===== src/rtl/nec_ir_tx.sv =====
// nec_ir_tx: NEC infrared frame transmitter (leader, 32 LSB-first data bits, stop) with carrier-modulated LED drive
// Ports: clk_i/rst_i clock and sync active-high reset; start_i frame request (taken only when idle);
//        address_i/command_i bytes latched on accept; busy_o frame in progress; done_o one-cycle completion pulse;
//        envelope_o unmodulated mark envelope; ir_o envelope gated by carrier for the IR LED.
module nec_ir_tx #(
  parameter int UNIT_CYC = 28125,
  parameter int CARRIER_DIV = 1316,
  parameter int CARRIER_HIGH = 438
) (
  input  logic       clk_i,
  input  logic       rst_i,
  input  logic       start_i,
  input  logic [7:0] address_i,
  input  logic [7:0] command_i,
  output logic       busy_o,
  output logic       done_o,
  output logic       envelope_o,
  output logic       ir_o
);
  localparam int UW = $clog2(UNIT_CYC);
  localparam int CW = $clog2(CARRIER_DIV);
  localparam logic [UW-1:0] U_LAST = UW'(UNIT_CYC - 1);
  localparam logic [CW-1:0] C_LAST = CW'(CARRIER_DIV - 1);
  localparam logic [CW-1:0] C_HIGH = CW'(CARRIER_HIGH);
  typedef enum logic [2:0] {IDLE, LEADER, LEADER_SPACE, BIT_MARK, BIT_SPACE, STOP} state_t;
  state_t state, state_n;
  logic [UW-1:0] ucnt;
  logic [3:0] ncnt, n_last;
  logic [4:0] bidx;
  logic [31:0] word;
  logic [CW-1:0] ccnt;
  logic done, unit_end, state_end, mark_n;
  // word[0] always holds the bit currently being sent; n_last is the state length in units minus one
  always_comb begin
    unit_end = ucnt == U_LAST;
    n_last = state == LEADER ? 4'd15 : state == LEADER_SPACE ? 4'd7 : (state == BIT_SPACE && word[0]) ? 4'd2 : 4'd0;
    state_end = unit_end && ncnt == n_last;
    state_n = state;
    case (state)
      IDLE:         state_n = start_i ? LEADER : IDLE;
      LEADER:       state_n = state_end ? LEADER_SPACE : LEADER;
      LEADER_SPACE: state_n = state_end ? BIT_MARK : LEADER_SPACE;
      BIT_MARK:     state_n = state_end ? BIT_SPACE : BIT_MARK;
      BIT_SPACE:    state_n = state_end ? (bidx == 5'd31 ? STOP : BIT_MARK) : BIT_SPACE;
      STOP:         state_n = state_end ? IDLE : STOP;
      default:      state_n = IDLE;
    endcase
    mark_n = state_n == LEADER || state_n == BIT_MARK || state_n == STOP;
  end
  always_ff @(posedge clk_i) begin
    if (rst_i) begin
      state <= IDLE;
      ucnt <= '0;
      ncnt <= '0;
      bidx <= '0;
      word <= '0;
      ccnt <= '0;
      done <= 1'b0;
    end else begin
      state <= state_n;
      done <= state == STOP && state_end;
      // restarting on mark entry makes every burst begin with the carrier high
      ccnt <= (!mark_n || state_n != state || ccnt == C_LAST) ? '0 : ccnt + 1'b1;
      if (state == IDLE) begin
        if (start_i) word <= {~command_i, command_i, ~address_i, address_i};
      end else begin
        ucnt <= unit_end ? '0 : ucnt + 1'b1;
        ncnt <= state_end ? '0 : ncnt + 4'(unit_end);
        if (state == BIT_SPACE && state_end) begin
          word <= {1'b0, word[31:1]};
          bidx <= bidx + 1'b1;
        end
      end
    end
  end
  assign busy_o = state != IDLE;
  assign done_o = done;
  assign envelope_o = state == LEADER || state == BIT_MARK || state == STOP;
  assign ir_o = envelope_o && ccnt < C_HIGH;
endmodule


===== config.mk =====
export PLATFORM = sky130hd
export DESIGN_NAME = nec_ir_tx
export DESIGN_NICKNAME = d
export VERILOG_FILES = /design/src/rtl/nec_ir_tx.sv
export SDC_FILE = /design/constraint.sdc
export NUM_CORES = 1
export LEC_CHECK = 0
export CORE_UTILIZATION = 45
export CTS_CLUSTER_SIZE = 25
export DETAILED_ROUTE_END_ITERATION = 10
export GPL_TIMING_DRIVEN = 0
export PLACE_DENSITY = 0.66
export SETUP_SLACK_MARGIN = 0.2
export SLEW_MARGIN = 20
export SYNTH_ARGS = -nofsm -noshare
export SYNTH_HDL_FRONTEND = slang
export SYNTH_SLANG_ARGS = --single-unit

===== constraint.sdc =====
create_clock -name clk_i -period 3.7 [get_ports clk_i]
set_input_delay 0.74 -clock clk_i [delete_from_list [all_inputs] [get_ports clk_i]]
set_output_delay 0.74 -clock clk_i [all_outputs]
set_load 0.01 [all_outputs]

==> summary.md <==
The flow ran to the end, and the final reports show no timing, DRC or antenna violations. The distinct cell type count after synthesis is 51. The floorplan step defined a core boundary enclosing 7727 um^2. At the later pin of the worst-skew pair, clock insertion delay measures 340 ps. The height of the chip was 91.46 um; the net count after synthesis was 431.

After synthesis, flip-flops and latches occupy 39.47% of the total area. Data arrives at the worst endpoint at 2400 ps. Netlist area before placement: 3601 um^2. The maximum single-stage delay on the critical path was 620 ps.

The tree is rooted in a sky130_fd_sc_hd__clkbuf_8. Registers take 1421 um^2. The tools report the count of final setup violators as 0. Broken down by cell family, the worst path's largest delay share belongs to buffers and inverters.

The logs give 0 for the quantity of gates resized following cts and 2006 um^2 for the multi-input gate area in the final layout. The tools report the number of antenna diodes as 0. Of the total synthesized cell area, the portion taken by XOR and XNOR cells is 6.810%.

The category of the worst setup path capture point was an output port. Summing the areas of all compound-gate instances in the mapped netlist gives 20.19% of the synthesized area. Synthesis inferred 71 register bits. The dominant register cell in the synthesized netlist was sky130_fd_sc_hd__dfxtp_1. The routed via count was 3,045.

Based on the critical path, the design can be clocked at up to 0.3187 GHz. For the final design utilization, the log shows 53.13%. The cell repeated most along the worst path was sky130_fd_sc_hd__clkbuf_1. The hold violation total from the final report is 0, and the slew at the pin closest to its max-slew limit is 815.0 ps. The highest ir drop seen on vdd was 0.1792 mV; the worst path required time was 2960 ps. The setup path with the least slack is of type flop to output port. The run gives 0 as the final number of max-transition violations.

The top-level port count was 23; the layout net count was 464. Via density per instance: 5.618. The biggest area contributor in the post-synthesis netlist is sky130_fd_sc_hd__dfxtp_1.

The number of global-route vias before repair was 2,894; the violation count after the first detailed-route iteration was 100. Cells with a size suffix above 1 make up 11.59% of the layout. The portion of synthesized area spent on multiplexers is 4.448%. The area growth from synthesis to layout is 14.00%.

The floorplan step defined a die boundary enclosing 8364 um^2. The filler cells instantiated in the layout total 717. The share of Yosys cell area claimed by the top area cell type works out to 39.47%. The number of setup buffers added after CTS is 0. Yosys mapped a number of flops with a built-in enable equal to 0. Fraction of the mapped netlist area in simple logic gates: 21.68%. Adding up every negative setup slack in the final design gives 0 ps.

In this run the mean area of a mapped cell was 8.891 um^2. By area, the combinational part of the netlist is dominated by simple AND/OR/NAND/NOR gates. The total wire length is 7903 um. The first global-routing pass estimated 13,630 um of wire.

Row generation in the floorplan step produced 32 rows. The detail route stage leaves a number of antenna-violating nets equal to 0. Summed over all cells, the static leakage comes to 0.001473 uW. Number of maximum-capacitance violations: 0.

TritonCTS built the clock tree. The number of hold-repair buffers added at the cts stage is 0. In this run the worst path has a maximum fanout of 10. Between clock sinks in the finished design, the worst skew comes to 10.16 ps.

The clock drives 71 sinks. The tightest min-delay check is of the flop to flop type. The die width was 91.46 um. The critical path goes through clkbuf_1 > nor3_2 > inv_1 > clkbuf_1 > clkdlybuf4s50_1. Counting along the longest clock path gives a buffer depth of 2. The power per cell area is 369.6 nW/um^2, and the clock transition at the register clock pins on the worst setup and hold paths after CTS is 70 ps. The detail-routed net length per standard cell was 14.58 um; the share of the clock period used by the worst path was 84.81%. The largest net degree at the start of global routing was 11; the number of port buffers was 22.

Setup repair after global routing left no endpoint under its margin. During synthesis, Yosys emitted a total of 0 warnings. For the total global routing overflow, the log shows 0. The initial antenna violation count was 0; the half-perimeter wire length after detailed placement was 5672 um. Routability-driven placement finished with a final weighted congestion of 0.8330.

The adder and majority cell fraction of the synthesized area was 2.432%. The minimum clock period after layout was 3138 ps. By area the synthesized netlist is led by sky130_fd_sc_hd__dfxtp_1 (39%), sky130_fd_sc_hd__mux2i_1 (4.4%), sky130_fd_sc_hd__nand3_1 (4.2%), sky130_fd_sc_hd__nor3_1 (3.9%), sky130_fd_sc_hd__a211oi_2 (3.8%). The all-layer global routing usage is 20.33%. Together, buffers and inverters on the worst path number 4. The worst setup path is launched from a flop. The worst relative slew slack is 44.98%. The starting utilization of the core area is 46.60%, and the post-synthesis cell count is 405. The number of design rule violations left after detail routing is 0, and the detailed-routing iteration count for the pre-antenna-repair pass is 4. The run gives 9 as the CTS buffer count. The slowest cell on the critical path is sky130_fd_sc_hd__clkdlybuf4s50_1.

The H-tree generated during clock tree synthesis spans 3 levels. Of all flip-flops after synthesis, the portion carrying an async set or reset was 0%.
==> worst paths after layout <==
check                           startpoint       end  slack, ps  cells past startpoint
worst max register to register     ucnt[0]  word[14]       1150                      8
worst min-delay path               ccnt[0]   ccnt[0]        460                      1
worst min register to register     ccnt[0]   ccnt[0]        460                      1
worst max-delay path              state[1]    busy_o        560                      5
==> where the power goes <==
| group | switching [uW] | leakage, uW | internal (uW) |
|---|---|---|---|
| clock network | 267 | 0.0000809 | 248 |
| logic | 108 | 0.000814 | 81.8 |
| registers | 17.9 | 0.000578 | 794 |
==> metal layers <==
layer / vias up / global-route usage [%] / wire (um)
met2: 59 / 33.08 / 3822
met3: 10 / 4.188 / 289
met4: 0 / 7.407 / 104
met5: - / 0 / 0
li1: 1524 / - / -
met1: 1452 / 26.48 / 3688
==> layout by cell type, fill, tap and decap left out, types with 7 or more instances in the layout <==
cell type and n:
sky130_fd_sc_hd__dfxtp_1 71, sky130_fd_sc_hd__nand2_1 36, sky130_fd_sc_hd__nor2_1 36, sky130_fd_sc_hd__nand3_1 30, sky130_fd_sc_hd__nor3_1 27, sky130_fd_sc_hd__a21oi_1 22, sky130_fd_sc_hd__clkdlybuf4s50_1 22, sky130_fd_sc_hd__clkbuf_1 18
sky130_fd_sc_hd__mux2i_1 16, sky130_fd_sc_hd__xnor2_1 14, sky130_fd_sc_hd__xor2_1 14, sky130_fd_sc_hd__a211oi_2 11, sky130_fd_sc_hd__clkbuf_8 10, sky130_fd_sc_hd__inv_1 8, sky130_fd_sc_hd__o221ai_2 8, sky130_fd_sc_hd__o221ai_1 8
sky130_fd_sc_hd__o21ai_0 7, sky130_fd_sc_hd__ha_1 7
==> cell usage after synthesis (3+ instances only) <==
cell type,count
sky130_fd_sc_hd__nand3_1,30
sky130_fd_sc_hd__nor3_1,28
sky130_fd_sc_hd__buf_2,5
sky130_fd_sc_hd__xnor2_1,14
sky130_fd_sc_hd__mux2i_1,16
sky130_fd_sc_hd__nor2_1,36
sky130_fd_sc_hd__ha_1,7
sky130_fd_sc_hd__buf_6,3
sky130_fd_sc_hd__inv_1,8
sky130_fd_sc_hd__nand2_1,36
sky130_fd_sc_hd__nor4_1,3
sky130_fd_sc_hd__o211ai_1,4
sky130_fd_sc_hd__nand4_1,5
sky130_fd_sc_hd__o21ai_0,7
sky130_fd_sc_hd__o221ai_1,8
sky130_fd_sc_hd__o221ai_2,8
sky130_fd_sc_hd__or3_1,5
sky130_fd_sc_hd__and3_1,3
sky130_fd_sc_hd__dfxtp_1,71
sky130_fd_sc_hd__a211oi_2,11
sky130_fd_sc_hd__a211oi_1,6
sky130_fd_sc_hd__xor2_1,14
sky130_fd_sc_hd__a21oi_2,6
sky130_fd_sc_hd__a21oi_1,22
sky130_fd_sc_hd__clkbuf_1,17
==> flip-flops by register name, summed over array words and instances, names as in the netlist <==
signal  flops
ncnt        4
ucnt       15
state       3
ccnt       11
word       32
done_o      1
bidx        5
==> cell families (layout without fill, tap and decap cells) <==
logic type / after synthesis / count (layout)
xor gates and xnor gates: 28 / 28
AOI/OAI and AO/OA: 85 / 85
buffers and inverters: 37 / 72
adders and majority gates: 7 / 7
muxes: 16 / 16
DFF: 71 / 71
and+or+nand+nor: 161 / 161
==> layout make-up <==
| cell class | count | area share, % |
|---|---|---|
| Inverter | 8 | 0.7315 |
| Sequential cell | 71 | 34.62 |
| Clock buffer | 11 | 3.444 |
| Tap cell | 102 | 3.109 |
| Clock inverter | 2 | 0.2438 |
| Timing Repair Buffer | 22 | 5.364 |
| Multi-Input combinational cell | 297 | 48.86 |
| Buffer | 29 | 3.627 |
==> stage by stage <==
step / hold WS, ps / area (um^2) / total power [uW] / cells / setup slack [ps]
after floorplan: 425.6 / 3601 / 957.2 / 405 / 1465
after global placement: 441.6 / 3949 / 1015 / 529 / 785.0
after detailed placement: 455.6 / 3949 / 1019 / 529 / 794.5
after CTS: 468.6 / 4100 / 1538 / 542 / 419.6
after global routing: 499.6 / 4105 / 1591 / 542 / 388.8
final: 464.5 / 4105 / 1517 / 542 / 562.1
(Power assumes the default switching activity.)
